--- src/rtl/mem_access_stage.sv ---
// MIPS memory-access stage: steers loads/stores onto a req/ack data bus, extends load data,
// flags misaligned accesses and stalls the pipeline while a bus access is outstanding.
module mem_access_stage #(
    parameter int unsigned TIMEOUT_CYCLES = 255
) (
    input  logic        clk,
    input  logic        rst,
    input  logic        valid_in,
    input  logic [31:0] alu_result_in,
    input  logic [31:0] store_data_in,
    input  logic [4:0]  register_destination_in,
    input  logic        mem_read_in,
    input  logic        mem_write_in,
    input  logic [1:0]  mem_size_in,
    input  logic        mem_signed_in,
    input  logic        jump_in,
    input  logic        branch_in,
    input  logic        pc_control_in,
    input  logic        memory_to_register_in,
    input  logic        reg_write_in,
    output logic [31:0] memory_data_out,
    output logic [31:0] alu_result_out,
    output logic [4:0]  register_destination_out,
    output logic        jump_out,
    output logic        branch_out,
    output logic        pc_control_out,
    output logic        memory_to_register_out,
    output logic        reg_write_out,
    output logic        stall_out,
    output logic        misalign_exc_out,
    output logic        bus_error_out,
    output logic        dmem_req,
    output logic        dmem_we,
    output logic [31:0] dmem_addr,
    output logic [3:0]  dmem_be,
    output logic [31:0] dmem_wdata,
    input  logic [31:0] dmem_rdata,
    input  logic        dmem_ack
);

    typedef enum logic [1:0] {StIdle, StBusy, StDone} state_e;

    localparam logic [7:0] TimeoutLimit = 8'(TIMEOUT_CYCLES - 1);

    state_e      state_q;
    logic [7:0]  timeout_cnt_q;
    logic [31:0] load_data_q;

    logic [1:0]  off;
    logic        is_byte, is_half;
    logic        mem_op, misaligned, timeout;
    logic [3:0]  store_be;
    logic [31:0] store_wdata;
    logic [31:0] load_ext;
    logic [4:0]  ctl_in, ctl_out;

    function automatic logic [31:0] extend_load(input logic [31:0] raw, input logic [1:0] size,
                                                input logic [1:0] lane, input logic sgn);
        logic [7:0]  b;
        logic [15:0] h;
        unique case (lane)
            2'd0: b = raw[7:0];
            2'd1: b = raw[15:8];
            2'd2: b = raw[23:16];
            2'd3: b = raw[31:24];
        endcase
        h = lane[1] ? raw[31:16] : raw[15:0];
        case (size)
            2'b00:   return {{24{sgn & b[7]}}, b};
            2'b01:   return {{16{sgn & h[15]}}, h};
            default: return raw;
        endcase
    endfunction

    assign off        = alu_result_in[1:0];
    assign is_byte    = (mem_size_in == 2'b00);
    assign is_half    = (mem_size_in == 2'b01);
    assign mem_op     = valid_in & (mem_read_in | mem_write_in);
    assign misaligned = (is_half & off[0]) | (!is_byte && !is_half && off != 2'b00);
    assign timeout    = (state_q == StBusy) && !dmem_ack && (timeout_cnt_q == TimeoutLimit);

    // Store lanes: data is replicated so the enabled lanes always carry the right bytes.
    always_comb begin
        store_be    = 4'b1111;
        store_wdata = store_data_in;
        if (is_byte) begin
            store_be    = 4'b0001 << off;
            store_wdata = {4{store_data_in[7:0]}};
        end else if (is_half) begin
            store_be    = off[1] ? 4'b1100 : 4'b0011;
            store_wdata = {2{store_data_in[15:0]}};
        end
    end

    // EX/MEM is held by the stall, so its size/offset/sign are still valid in DONE.
    assign load_ext = extend_load(load_data_q, mem_size_in, off, mem_signed_in);

    assign ctl_in = {jump_in, branch_in, pc_control_in, memory_to_register_in, reg_write_in};
    assign {jump_out, branch_out, pc_control_out, memory_to_register_out, reg_write_out} = ctl_out;

    assign alu_result_out           = alu_result_in;
    assign register_destination_out = register_destination_in;

    always_comb begin
        stall_out        = 1'b0;
        misalign_exc_out = 1'b0;
        bus_error_out    = 1'b0;
        memory_data_out  = 32'h0;
        ctl_out          = valid_in ? ctl_in : 5'b0;
        case (state_q)
            StIdle: begin
                if (mem_op && misaligned) begin
                    misalign_exc_out = 1'b1;
                    ctl_out[1:0]     = 2'b00;
                end else if (mem_op) begin
                    stall_out = 1'b1;
                    ctl_out   = 5'b0;
                end
            end
            StBusy: begin
                stall_out     = 1'b1;
                ctl_out       = 5'b0;
                bus_error_out = timeout;
            end
            StDone: begin
                if (valid_in && mem_read_in) begin
                    memory_data_out = load_ext;
                end
            end
            default: ;
        endcase
    end

    // Asynchronous reset abandons any outstanding access; a later ack lands in IDLE and is ignored.
    always_ff @(posedge clk or posedge rst) begin
        if (rst) begin
            state_q       <= StIdle;
            timeout_cnt_q <= 8'h0;
            load_data_q   <= 32'h0;
            dmem_req      <= 1'b0;
            dmem_we       <= 1'b0;
            dmem_addr     <= 32'h0;
            dmem_be       <= 4'h0;
            dmem_wdata    <= 32'h0;
        end else begin
            case (state_q)
                StIdle: begin
                    if (mem_op && !misaligned) begin
                        dmem_req      <= 1'b1;
                        dmem_we       <= mem_write_in & ~mem_read_in;
                        dmem_addr     <= {alu_result_in[31:2], 2'b00};
                        dmem_be       <= mem_read_in ? 4'b1111 : store_be;
                        dmem_wdata    <= store_wdata;
                        timeout_cnt_q <= 8'h0;
                        state_q       <= StBusy;
                    end
                end
                StBusy: begin
                    if (dmem_ack) begin
                        load_data_q   <= mem_read_in ? dmem_rdata : 32'h0;
                        timeout_cnt_q <= 8'h0;
                        dmem_req      <= 1'b0;
                        dmem_we       <= 1'b0;
                        state_q       <= StDone;
                    end else if (timeout) begin
                        load_data_q   <= 32'h0;
                        timeout_cnt_q <= 8'h0;
                        dmem_req      <= 1'b0;
                        dmem_we       <= 1'b0;
                        state_q       <= StDone;
                    end else begin
                        timeout_cnt_q <= timeout_cnt_q + 8'd1;
                    end
                end
                StDone: begin
                    state_q <= StIdle;
                end
                default: begin
                    state_q <= StIdle;
                end
            endcase
        end
    end

endmodule

--- config.mk ---
export PLATFORM = sky130hd
export DESIGN_NAME = mem_access_stage
export DESIGN_NICKNAME = d
export VERILOG_FILES = /design/src/rtl/mem_access_stage.sv
export SDC_FILE = /design/constraint.sdc
export NUM_CORES = 1
export LEC_CHECK = 0
export BUFFER_PORTS_ARGS = -buffer_cell sky130_fd_sc_hd__buf_4
export CORE_MARGIN = 10
export CORE_UTILIZATION = 48
export CTS_CLUSTER_DIAMETER = 30
export DETAILED_ROUTE_END_ITERATION = 8
export MAX_ROUTING_LAYER = met4
export PLACE_DENSITY = 0.9
export SLEW_MARGIN = 0
export SYNTH_ARGS = -nofsm -noshare
export SYNTH_HDL_FRONTEND = slang
export SYNTH_SLANG_ARGS = --single-unit
--- constraint.sdc ---
create_clock -name clk -period 4.18 [get_ports clk]
set_input_delay 0.627 -clock clk [delete_from_list [all_inputs] [get_ports clk]]
set_output_delay 0.627 -clock clk [all_outputs]
set_load 0.05 [all_outputs]
### After elaboration in Yosys (flattened, before gate mapping)

Index checks and enable logic that the tools add are counted.

| cells by class | value |
|---|---|
| bitwise gates (word level) | 8 |
| reduce and logical (&&, ||, !) cells | 22 |
| $add $sub $neg | 1 |
| $lt $le $gt $ge | 0 |
| shifts and indexed selects | 1 |
| multiply operators | 0 |
| div/mod/pow operators | 0 |
| equality and inequality tests | 9 |
| muxes and demuxes | 39 |

Operator list:

| operator | number |
|---|---|
| $mux 32 | 7 |
| $pmux 32 s2 | 1 |
| $pmux 8 s4 | 1 |
| $mux 8 | 3 |
| $mux 16 | 1 |
| $mux 4 | 4 |
| $pmux 8 s2 | 1 |
| $mux 5 | 2 |
| $pmux 5 s2 | 1 |
| $mux 1 | 9 |
| $add 8x1->8 const B | 1 |
| $eq 8x8->1 const B | 1 |
| $mux 2 | 4 |
| $reduce_and 2->1 | 4 |
| $logic_and 1x1->1 | 7 |
| $eq 2x1->1 const B | 3 |
| $eq 2x2->1 const B | 3 |
| $logic_not 2->1 | 3 |
| $pmux 1 s2 | 3 |
| $reduce_bool 2->1 | 3 |
| $and 1x1->1 | 5 |
| $logic_not 1->1 | 4 |
| $pmux 2 s2 | 1 |
| $shl 1x2->4 const A | 1 |
| other kinds (6) | 7 |

| storage, ports and cells | value |
|---|---|
| bits in registers | 110 |
| output and inout port bits | 147 |
| bits in writable memories | 0 |
| logic and storage cells | 88 |
| memories | 0 |
| bits in latches | 0 |
| bits of input ports | 115 |
| ROM bits | 0 |

### Depth between registers and ports, before layout

| logic depth | value |
|---|---|
| depth in word-level cells | 9 |
| mapped depth | 7 |

### Worst setup path after synthesis

No wires, ideal clock.

| path | value |
|---|---|
| path type | input -> output |
| start point | input port mem_size_in[1] |
| end point | output port memory_data_out[15] |
| data required time | 3,553 ps |
| arrival | 2,607 ps |
| cell stages on the path | 4 |
| setup slack | 946 ps |
| path through | buf_2 -> nor2_4 -> nand3_1 -> a221oi_1 |

| between the ends | value |
|---|---|
| cells in the longest elaborated chain, start to end | 4 |
| elaborated cells on any way between the ends | 5 |
| those cells by class | eq/ne: 1; mux: 3; reduce/logical: 1 |

Ends and longest elaborated chain:

| what | RTL line | source |
|---|---|---|
| start, declared | 14 | `input logic [1:0] mem_size_in,` |
| $eq 2x1->1 or $logic_not 2->1 (tied branches) | 68 | `case (size)` |
| $pmux 32 s2 (*) | 68 |  |
| $mux 32 (*) | 126 | `if (valid_in && mem_read_in) begin` |
| $mux 32 (*) | 110 | `case (state_q)` |
| end, declared | 21 | `output logic [31:0] memory_data_out,` |

Every way passes the cells marked *; elsewhere a longest branch is shown, timed or not.

### Worst setup path in the final report

| path | value |
|---|---|
| start point | input port mem_read_in |
| end point | output port memory_data_out[23] |

| between the ends | value |
|---|---|
| cells in the longest elaborated chain, start to end | 3 |

Ends and longest elaborated chain:

| what | RTL line | source |
|---|---|---|
| start, declared | 12 | `input logic mem_read_in,` |
| $logic_and 1x1->1 | 126 |  |
| $mux 32 | 126 |  |
| $mux 32 | 110 |  |

Every way passes these cells.

==> summary.md <==
| Metric | Value |
|---|---|
| Outcome | `finished clean` |
| Post-synth EDFFs | `0` |
| # placed instances | `897` |
| DP HPWL | `14000 um` |
| CTS Buf Count | `9` |
| 1st-pass router iterations | `5` |
| Row count | `40` |
| Post-Route WL | `18200 um` |
| Clock Skews | `0.00620 ns` |
| Crit Path Class | `in2out` |
| GRT overflow | `0` |
| Syn. warnings | `0` |
| Worst hold-check path type | `in2async` |
| Synth top area cells | `dfrtp_1 (47%), mux2_2 (7.9%), mux2i_1 (7.0%)` |
| Post_cts resized | `0` |
| Maximum clock rate | `0.302 GHz` |
| I/O pin count | `262` |
| Initial antenna violation count | `0` |
| Die area | `17000 sq um` |
| Post-CTS setup buffers | `0` |
| Synth Flop Type | `dfrtp_1` |
| Iteration-0 DRC Markers | `397` |
| Syn avg cell area | `10.2 sq um` |
| Lkg Pwr | `3.90 nW` |
| Mapped Area | `5830 sq um` |
| Fillers | `963` |
| Post-layout nets | `878` |
| GP Congestion | `0.864` |
| Fin cells | `913` |
| Worst-Margin Slew | `1.04 ns` |
| Clock-pin slew on the worst setup and hold paths | `0.08 ns` |
| CTS hold repair buffers | `0` |
| Ant. Diodes | `0` |
| Tmin final | `3.31 ns` |
| Required time worst endpoint | `3.55 ns` |
| Cell taking the most area after synthesis | `dfrtp_1` |
| P&R area growth vs syn | `33.0%` |
| Die height | `130 um` |
| Via count | `5025` |
| Synth top area share | `0.472` |
| Routed Antenna Nets | `0` |
| Cell variety after synth | `47` |
| H-tree depth | `3` |
| Period utilisation layout | `0.791` |
| Most common cell in the synthesized netlist | `dfrtp_1` |
| CP max FO | `38` |
| Crit end category | `output pin` |
| Maximum VDD drop | `214 uV` |
| Worst setup margin | `0.872 ns` |
| Setup TNS | `0 ns` |
| Starting Density | `0.488` |
| Clk pwr share | `0.202` |
| Startpoint Class | `primary input` |
| Clock root buffer | `clkbuf_16` |
| RSZ-0062 raised after global routing | `no` |
| Core box area | `12000 sq um` |
| Critical path's largest stage delay | `0.68 ns` |
| Cells after Synth | `573` |
| WP data arrival | `2.68 ns` |
| Worst path slowest cell | `a2111oi_4` |
| Final Hold Viols | `0` |
| Layout cells sized above 1 | `0.426` |
| Rel. slew slack | `0.309` |
| Chip Width | `130 um` |
| Post-synth ARST share | `1.00` |
| Setup-failing EPs final | `0` |
| I/O Buffers | `249` |
| Clock latency on the worst-skew pair | `0.34 ns` |
| Pre-CTS setup slack | `0.873 ns` |
| Most used cell along the critical path | `buf_4` |
| Net Sw Frac | `0.437` |
| Switch Pwr | `1.91 mW` |
| PwrDens | `564 nW/um^2` |
| Combinational share of power | `0.426` |
| Seq pwr share | `0.372` |
| GRT Util Overall | `0.209` |
| CTS tree | `built` |
| Post-synthesis sequential area ratio | `0.472` |
| First-pass GRT wire length | `27100 um` |
| Per-cell routed wire length | `20.0 um` |
| DRC violations left | `0` |
| Vias per cell | `5.50` |
| Total Power | `4.37 mW` |
| Vias in the first global route | `5037` |
| Max-cap violations | `0` |
| Top cells by count, synth | `dfrtp_1 (110), o21ai_0 (67), nand2_1 (43), buf_4 (42)` |
| Maximum buffer depth of the clock tree | `2` |
| CTS sink count | `110` |
| Crit path cell chain | `buf_4 -> nand3_1 -> a2111oi_4 -> buf_4 -> a21o_1 -> buf_4` |
| Internal | `2.46 mW` |
| Max Slew Vio Count | `0` |
| Synthesized flop and latch total | `110` |
| Largest net degree at the start of global routing | `57` |
==> layer usage <==
layer	GRT usage	vias up	wire length (um)
met5	-	-	0
met4	0.0642	0	354
met3	0.0487	27	1720
met2	0.364	227	9450
met1	0.234	2424	6700
li1	-	2347	-
==> layout make-up <==
class	count	area (sq um)	area share
clock inverter	7	78.8	0.0102
timing repair buffer	255	1930	0.249
multi-input combinational	346	2440	0.314
sequential	110	2750	0.355
tap	147	184	0.0237
clock buffer	9	225	0.0290
inverter	39	149	0.0192
==> cells by family (layout without fill, tap and decap cells) <==
logic type | count (synthesis) | in the layout | synth area share
AOI/OAI and AO/OA | 135 | 135 | 0.146
xor gates and xnor gates | 1 | 1 | 0.00150
adders and majority gates | 2 | 2 | 0.00429
buffers and inverters | 118 | 310 | 0.113
DFF | 110 | 110 | 0.472
muxes | 83 | 83 | 0.152
other | 1 | 2 | 0.000643
and+or+nand+nor | 123 | 123 | 0.111
==> flip-flops by register name, indices dropped and copies added (netlist names) <==
register	cells
dmem_addr	30
dmem_be	4
dmem_req	1
dmem_wdata	32
dmem_we	1
load_data_q	32
state_q	2
timeout_cnt_q	8
==> path summary, 6_finish.rpt <==
path | from | endpoint | slack, ns | cells past startpoint
worst max-delay path | mem_read_in | memory_data_out[23] | 0.87 | 6
max in group asynchronous | rst | dmem_wdata[5] | 2.83 | 3
worst min-delay path | rst | dmem_addr[7] | 0.39 | 2
worst max register to register | state_q[0] | load_data_q[23] | 1.93 | 4
min in group clk | dmem_be[3] | dmem_be[3] | 0.48 | 1
worst min register to register | dmem_be[3] | dmem_be[3] | 0.48 | 1
==> power groups by stage <==
stage               clock network (mW)  registers, mW  logic (mW)
detailed placement                   0           1.64        1.88
global placement                     0           1.63        1.85
global route                     0.940           1.66        1.98
finish                           0.884           1.62        1.86
CTS                              0.894           1.62        1.88
floorplan                            0           2.29       0.589
==> worst max-delay path, delay by kind of cell <==
| family | cells | cell delay (ns) |
|---|---|---|
| compound gates | 2 | 0.79 |
| buf+inv | 3 | 0.81 |
| simple gates | 1 | 0.43 |
==> per-stage QoR <==
stage | hold WS, ns | utilization | instance area, sq um
6_report | 0.389 | 0.648 | 7750
5_1_grt | 0.459 | 0.648 | 7750
4_1_cts | 0.427 | 0.648 | 7750
3_5_place_dp | 0.467 | 0.623 | 7450
3_3_place_gp | 0.465 | 0.623 | 7450
2_1_floorplan | 0.480 | - | 5840
==> placed cells by master, fill, tap and decap left out, drive strengths merged, types with 2 or more instances in the layout <==
cell | netlist | routed
buf | 62 | 255
dfrtp | 110 | 110
o21ai | 68 | 68
nand2 | 43 | 43
mux2 | 42 | 42
inv | 39 | 42
mux2i | 41 | 41
nand4 | 34 | 34
a21o | 21 | 21
a21oi | 20 | 20
nor2 | 19 | 19
clkbuf | 17 | 9
a22oi | 7 | 7
a32o | 7 | 7
nand3 | 5 | 5
and2 | 5 | 5
or3 | 4 | 4
nand2b | 4 | 4
o21bai | 3 | 3
clkinv | 0 | 3
nor2b | 3 | 3
nor3 | 2 | 2
o211ai | 2 | 2
ha | 2 | 2
conb | 1 | 2
nor3b | 2 | 2
Note: power is estimated with default switching activity, not from simulation.
